<file path="config.mk">
export PLATFORM = sky130hd
export DESIGN_NAME = verdma
export DESIGN_NICKNAME = d
export VERILOG_FILES = /design/src/rtl/verdma.sv
export SDC_FILE = /design/constraint.sdc
export NUM_CORES = 1
export LEC_CHECK = 0
export ABC_CLOCK_PERIOD_IN_PS = 3700
export CAP_MARGIN = 30
export CORE_AREA = 10 10 135 137
export CTS_BUF_LIST = sky130_fd_sc_hd__clkbuf_8
export CTS_CLUSTER_DIAMETER = 50
export CTS_CLUSTER_SIZE = 28
export DETAILED_ROUTE_END_ITERATION = 6
export DIE_AREA = 0 0 145 147
export GPL_ROUTABILITY_DRIVEN = 1
export GPL_TIMING_DRIVEN = 0
export HOLD_SLACK_MARGIN = 0.15
export PLACE_DENSITY = 0.88
export SLEW_MARGIN = 20
export SYNTH_ARGS = -nofsm -noshare
export SYNTH_HDL_FRONTEND = slang
export SYNTH_SLANG_ARGS = --single-unit
</file>
<file path="constraint.sdc">
create_clock -name clk -period 3.7 [get_ports clk]
set_input_delay 0.555 -clock clk [delete_from_list [all_inputs] [get_ports clk]]
set_output_delay 0.555 -clock clk [all_outputs]
set_load 0.02 [all_outputs]
</file>
<file path="src/rtl/verdma.sv">
// rtl/verdma.sv - single-channel word-copy DMA engine with Verbus register and initiator ports
// Optional feature macro: VERDMA_ABORT_EN (software abort of an in-flight copy).
module verdma (
  input  logic        clk,
  input  logic        reset,
  input  logic        cfg_valid,
  input  logic [31:0] cfg_address,
  input  logic [3:0]  cfg_wstrobe,
  input  logic [31:0] cfg_wdata,
  output logic [31:0] cfg_rdata,
  output logic        cfg_ready,
  output logic        irq,
  output logic        m_valid,
  output logic [31:0] m_address,
  output logic [3:0]  m_wstrobe,
  output logic [31:0] m_wdata,
  input  logic        m_ready,
  input  logic [31:0] m_rdata
);
  typedef enum logic [1:0] {IDLE, READ, WRITE} state_t;

  state_t      state, state_next;
  logic [31:0] src, dst, count, buffer;
  logic        irq_enable, done;
  logic [2:0]  reg_sel;
  logic        wr_en, ctrl_wr, busy, hs;
  logic        start_go, start_empty, abort_hit, abort_rd;
  logic        done_set, done_clr;
  logic        unused_addr;

  function automatic logic [31:0] merge(input logic [31:0] old, input logic [31:0] wdata,
                                        input logic [3:0] strb);
    logic [31:0] r;
    r = old;
    for (int i = 0; i < 4; i++)
      if (strb[i]) r[8*i +: 8] = wdata[8*i +: 8];
    return r;
  endfunction

  assign reg_sel     = cfg_address[4:2];
  assign unused_addr = ^{cfg_address[31:5], cfg_address[1:0]};
  assign wr_en       = cfg_valid && (cfg_wstrobe != 4'h0);
  assign ctrl_wr     = wr_en && (reg_sel == 3'd0) && cfg_wstrobe[0];
  assign busy        = (state != IDLE);
  assign hs          = m_valid && m_ready;
  assign start_go    = ctrl_wr && cfg_wdata[0] && !busy && (count != 32'd0);
  assign start_empty = ctrl_wr && cfg_wdata[0] && !busy && (count == 32'd0);
  assign done_set    = start_empty || (hs && (state_next == IDLE));
  assign done_clr    = wr_en && (reg_sel == 3'd1) && cfg_wstrobe[0] && cfg_wdata[1];
  assign cfg_ready   = 1'b1;
  assign irq         = done && irq_enable;

`ifdef VERDMA_ABORT_EN
  logic abort_pend;
  // An abort written in the same cycle as a handshake takes effect on that handshake.
  assign abort_hit = abort_pend || (ctrl_wr && cfg_wdata[2]);
  assign abort_rd  = abort_pend;
  always_ff @(posedge clk) begin
    if (reset)                              abort_pend <= 1'b0;
    else if (state_next == IDLE)            abort_pend <= 1'b0;
    else if (busy && ctrl_wr && cfg_wdata[2]) abort_pend <= 1'b1;
  end
`else
  assign abort_hit = 1'b0;
  assign abort_rd  = 1'b0;
`endif

  always_ff @(posedge clk) begin
    if (reset) state <= IDLE;
    else       state <= state_next;
  end

  always_comb begin
    state_next = state;
    case (state)
      IDLE:    if (start_go) state_next = READ;
      READ:    if (m_ready) state_next = abort_hit ? IDLE : WRITE;
      WRITE:   if (m_ready) state_next = ((count == 32'd1) || abort_hit) ? IDLE : READ;
      default: state_next = IDLE;
    endcase
  end

  always_comb begin
    m_valid   = 1'b0;
    m_address = 32'd0;
    m_wstrobe = 4'h0;
    m_wdata   = 32'd0;
    case (state)
      READ: begin
        m_valid   = 1'b1;
        m_address = src;
      end
      WRITE: begin
        m_valid   = 1'b1;
        m_address = dst;
        m_wstrobe = 4'hF;
        m_wdata   = buffer;
      end
      default: ;
    endcase
  end

  // Address/count registers are frozen while busy so initiator outputs hold through stalls.
  always_ff @(posedge clk) begin
    if (reset) begin
      src        <= 32'd0;
      dst        <= 32'd0;
      count      <= 32'd0;
      buffer     <= 32'd0;
      irq_enable <= 1'b0;
      done       <= 1'b0;
    end else begin
      if (ctrl_wr) irq_enable <= cfg_wdata[1];
      if (!busy && wr_en) begin
        case (reg_sel)
          3'd2:    src   <= merge(src, cfg_wdata, cfg_wstrobe) & 32'hFFFF_FFFC;
          3'd3:    dst   <= merge(dst, cfg_wdata, cfg_wstrobe) & 32'hFFFF_FFFC;
          3'd4:    count <= merge(count, cfg_wdata, cfg_wstrobe);
          default: ;
        endcase
      end
      if ((state == READ) && m_ready) buffer <= m_rdata;
      if ((state == WRITE) && m_ready) begin
        src   <= src + 32'd4;
        dst   <= dst + 32'd4;
        count <= count - 32'd1;
      end
      if (done_set)      done <= 1'b1;
      else if (done_clr) done <= 1'b0;
    end
  end

  always_comb begin
    cfg_rdata = 32'd0;
    case (reg_sel)
      3'd0:    cfg_rdata = {29'd0, abort_rd, irq_enable, 1'b0};
      3'd1:    cfg_rdata = {30'd0, done, busy};
      3'd2:    cfg_rdata = src;
      3'd3:    cfg_rdata = dst;
      3'd4:    cfg_rdata = count;
      default: cfg_rdata = 32'd0;
    endcase
  end
endmodule

</file>
=== Word-level counts from Yosys, hierarchy flattened ===
Cells that the tools add are included.
Widths: inputs -> output; s select.

* Muxes and demuxes: 27
* Reductions and logical operators: 49
* Equality and inequality tests: 7
* Add/sub/neg operators: 3

{| class="wikitable"
|+ Operators with widths
! cell !! count
|-
| $mux 32 || 10
|-
| $pmux 32 s5 || 1
|-
| $add 32x3->32 const B || 2
|-
| $pmux 32 s2 || 1
|-
| $mux 8 || 6
|-
| $reduce_and 3->1 || 12
|-
| $eq 32x1->1 const B || 1
|-
| $logic_not 32->1 || 1
|-
| $reduce_bool 32->1 || 1
|-
| $sub 32x1->32 const B || 1
|-
| $reduce_bool 2->1 || 10
|-
| $logic_and 1x1->1 || 16
|-
| $eq 3x2->1 const B || 2
|-
| $mux 2 || 3
|-
| $pmux 2 s3 || 1
|-
| $logic_not 2->1 || 2
|-
| $mux 1 || 4
|-
| $mux 4 || 1
|-
| $reduce_and 2->1 || 2
|-
| $reduce_bool 4->1 || 1
|-
| $eq 3x1->1 const B || 1
|-
| $eq 3x3->1 const B || 1
|-
| $logic_not 3->1 || 1
|-
| $eq 2x1->1 const B || 1
|-
| 4 further kinds || 4
|}

* Logic and storage cells: 104
* Flip-flop bits (word level): 132
* Output and inout bits: 103
* Input port bits: 104

=== Depth between registers and ports, before layout ===
* Depth in word-level cells: 13
* Mapped depth: 10
* Gate-level depth less buffers: 7

=== Worst setup path before layout ===
No wires, ideal clock.

* Path kind: input -> output
* From: in cfg_address[2]
* To: out cfg_rdata[10]
* Path buffers: 3
* Stages: 5
* Setup slack: 0.911 ns
* Arrival: 2.234 ns
* Cell sequence: clkbuf_1 > clkbuf_1 > clkbuf_1 > mux2i_1 > o21ai_0

* Word-level cells in the longest chain between the ends: 2
* Elaborated cells on any way between the ends: 6
* Those cells by class: eq/ne: 4; mux: 1; reduce/logical: 1

{| class="wikitable"
|+ Ends and longest elaborated chain
! what !! line !! source
|-
| from (decl) || 7 || <nowiki>input logic [31:0] cfg_address,</nowiki>
|-
| $eq 3x3->1 (tied with other cells) || 135 || <nowiki>case (reg_sel)</nowiki>
|-
| $pmux 32 s5 * || 135 ||
|-
| to (decl) || 10 || <nowiki>output logic [31:0] cfg_rdata,</nowiki>
|}

Mark *: on every way between the ends. The rest lies on a longest branch, timed or not.

=== Final worst setup path ===
* From: in cfg_address[2]
* To: out cfg_rdata[20]

Same word-level chain as after synthesis.

==> summary.txt <==
Route
  – WL/cell: 24.42 um
  – Final wirelength: 39430 um
  – DR vias: 10840
  – Router iterations before antenna repair: 7
  – DRC Markers: 42
  – 1st-iter DRT viols: 1943
  – Antenna Nets Post-Route: 0
  – Vias per Instance: 6.713

Timing
  – Worst Skew: 18.55 ps
  – Actual slew at the worst max-slew pin: 1011 ps
  – # setup viols final: 0
  – Rel. slew slack: 32.02%
  – Max-slew violations: 0
  – Final hold violations: 0
  – Tmin final: 3675 ps
  – WHS: 451.4 ps
  – RSZ-0062 raised after global routing: no
  – Fin crit share: 99.31%
  – Fmax: 272.1 MHz
  – Final TNS setup: 0 ps

CTS
  – Clock-pin slew on the worst setup and hold paths: 80 ps
  – Hold-fix buffers at CTS: 0
  – Worst skew pair latency: 470 ps
  – CTS tree: done
  – CTS Buf Count: 17
  – Root Buffer: clkbuf_8
  – Sink Count: 128
  – H-Tree Depth: 4
  – Setup bufs post-CTS: 0
  – Max Root-Sink Buffers: 2

Setup path
  – Crit path DAT: 3120 ps
  – Crit path kind: primary input to output pin
  – Worst Path Required: 3140 ps
  – CP startpoint kind: primary input
  – CP Capture Type: output pin
  – Worst Path Max Fanout: 10
  – FF-to-FF setup slack: 130 ps

Yosys
  – Gate count after technology mapping: 1189
  – Number of synthesized flops with an enable pin: 0
  – Post-synthesis average cell area: 7.181 um^2
  – Synth top area cells: dfxtp_1 30%, nand2_1 7.6%, a21oi_1 5.6%
  – Seq/Total Area, Yosys: 30.01%
  – Yosys reg bits: 128
  – Most area-hungry cell type in the Yosys netlist: dfxtp_1
  – Synthesized cell area: 8538 um^2
  – Post-synth top area share: 30.01%
  – Commonest register cell after synthesis: dfxtp_1
  – Async S/R FF share, synth: 0%
  – Synthesis Warnings: 0
  – Post-synth cell types: 76

Floorplan
  – Die area: 21320 um^2
  – Core Footprint: 15600 um^2
  – I/O pin total: 207
  – Initial Utilization: 54.74%
  – Rows: 46
  – Die height: 147 um
  – Die X: 145 um

Global routing
  – Initial antenna violation count: 0
  – Vias in the first global route: 10170
  – First-pass GRT wire length: 59390 um
  – Largest net degree at the start of global routing: 17
  – Total grt overflow: 0
  – Overall routing resource usage: 35.05%

Finish
  – Share of cells above drive strength 1: 5.866%
  – Final Cell Area: 11040 um^2
  – Area Overhead vs Synth: 29.26%
  – Layout fillers: 1347
  – Total Nets Final: 1498

Placed design
  – Port bufs: 172
  – Routability Congestion: 1.042
  – Post-DP HPWL: 28700 um
  – Post-DP Area: 10570 um^2

Status
  – Failing checks: DRC
  – Status: complete, but fails checks

Pwr
  – Cell area power density: 292.2 nW/um^2
  – Leakage Power: 3.628 nW
  – Pwr Total: 3.225 mW
  – Max VDD drop: 227.1 uV

Flow run
  – Max cap viols: 0

Worst hold path
  – HP Class: register to register
[synth_stat cells (9+ instances only)]
library cell,count
nor4_1,15
or3_1,14
a21oi_1,96
and3_1,12
and2_1,39
a31oi_1,38
nand2_1,173
mux2i_1,37
nor3_1,41
clkbuf_1,86
nand3_1,44
inv_1,15
nor2_1,83
nand4_1,21
dfxtp_1,128
a22oi_1,39
nor2b_1,31
a211oi_1,16
o31ai_1,9
ha_1,9
o21ai_0,91
[kinds of logic (layout without fill, tap and decap cells)]
kind of cell,Yosys count,in the layout,share of synthesized area (%)
AOI/OAI and AO/OA,377,377,28.27
xor gates and xnor gates,3,3,0.3078
adders and majority gates,9,9,1.319
buffers and inverters,119,327,5.671
DFF,128,128,30.01
muxes,39,39,4.601
other,2,4,0.08796
and+or+nand+nor,512,512,29.73
[cells in the final DEF (no fill, tap or decap), types with 7 or more instances in the layout]
| cell type | n |
|---|---|
| a211oi_1 | 16 |
| a21o_1 | 7 |
| a21oi_1 | 96 |
| a22oi_1 | 39 |
| a31oi_1 | 38 |
| and2_1 | 39 |
| and3_1 | 12 |
| and4_1 | 7 |
| buf_4 | 9 |
| clkbuf_1 | 75 |
| clkbuf_2 | 10 |
| clkbuf_8 | 17 |
| clkdlybuf4s50_1 | 172 |
| dfxtp_1 | 128 |
| ha_1 | 9 |
| inv_1 | 16 |
| mux2i_1 | 37 |
| nand2_1 | 173 |
| nand3_1 | 44 |
| nand4_1 | 21 |
| nor2_1 | 83 |
| nor2b_1 | 31 |
| nor3_1 | 39 |
| nor4_1 | 13 |
| o21ai_0 | 91 |
| o31ai_1 | 9 |
| or3_1 | 14 |
| or4_1 | 7 |
[critical path, cell delays in order]
cell	delay, ps
clkdlybuf4s50_1	580
clkbuf_2	310
clkbuf_4	310
clkbuf_4	310
mux2i_1	110
o21ai_0	260
clkdlybuf4s50_1	680
[sequential cells by signal (all words and copies together), names as in the netlist]
signal      count
done            1
count          32
irq_enable      1
buffer         32
state           2
dst            30
src            30
[path summary, 6_finish.rpt]
check	start	endpoint	cells after the start
max reg2reg	state[0]$_SDFF_PP0_	src[3]$_SDFFE_PP0P_	8
min	buffer[7]$_SDFFE_PP0P_	buffer[7]$_SDFFE_PP0P_	2
max	cfg_address[2]	cfg_rdata[20]	7
min reg2reg	buffer[7]$_SDFFE_PP0P_	buffer[7]$_SDFFE_PP0P_	2
[power breakdown]
| part | switching (mW) | total, mW | leakage (nW) | internal [mW] |
|---|---|---|---|---|
| clock network | 0.676 | 1.35 | 0.217 | 0.676 |
| logic | 0.272 | 0.448 | 2.38 | 0.176 |
| registers | 0.0279 | 1.43 | 1.03 | 1.40 |
[repair_timing]
action,CTS,global route
cloned,0,0
resized for setup,11,15
endpoints found under the setup margin,61,45
[cell type report]
class	instances	area, um^2	share of cell area, %
Multi-Input combinational cell	943	5529	50.10
Sequential cell	128	2562	23.22
Timing Repair Buffer	176	1744	15.80
Antenna cell	1	2.502	0.02267
Clock buffer	17	234.0	2.120
Clock inverter	15	182.7	1.655
Tap cell	216	270.3	2.449
Buffer	104	455.4	4.127
Inverter	15	56.30	0.5101
[layer usage]
| metal | GRT usage (%) | part of all wire (%) | vias to the layer above |
|---|---|---|---|
| li1 | - | - | 4776 |
| met1 | 43.37 | 37 | 4958 |
| met2 | 51.93 | 42 | 897 |
| met3 | 11.24 | 14 | 211 |
| met4 | 21.60 | 6.2 | 0 |
| met5 | 0 | 0 | - |
[per-stage QoR]
stage	std cells	worst slack [ps]	util, %
6_report	1615	25.49	70.76
5_1_grt	1614	13.70	70.74
4_1_cts	1612	12.52	70.57
3_5_place_dp	1580	-763.7	67.75
3_3_place_gp	1578	-735.0	67.54
2_1_floorplan	1190	910.5	-
(Power assumes the default switching activity.)
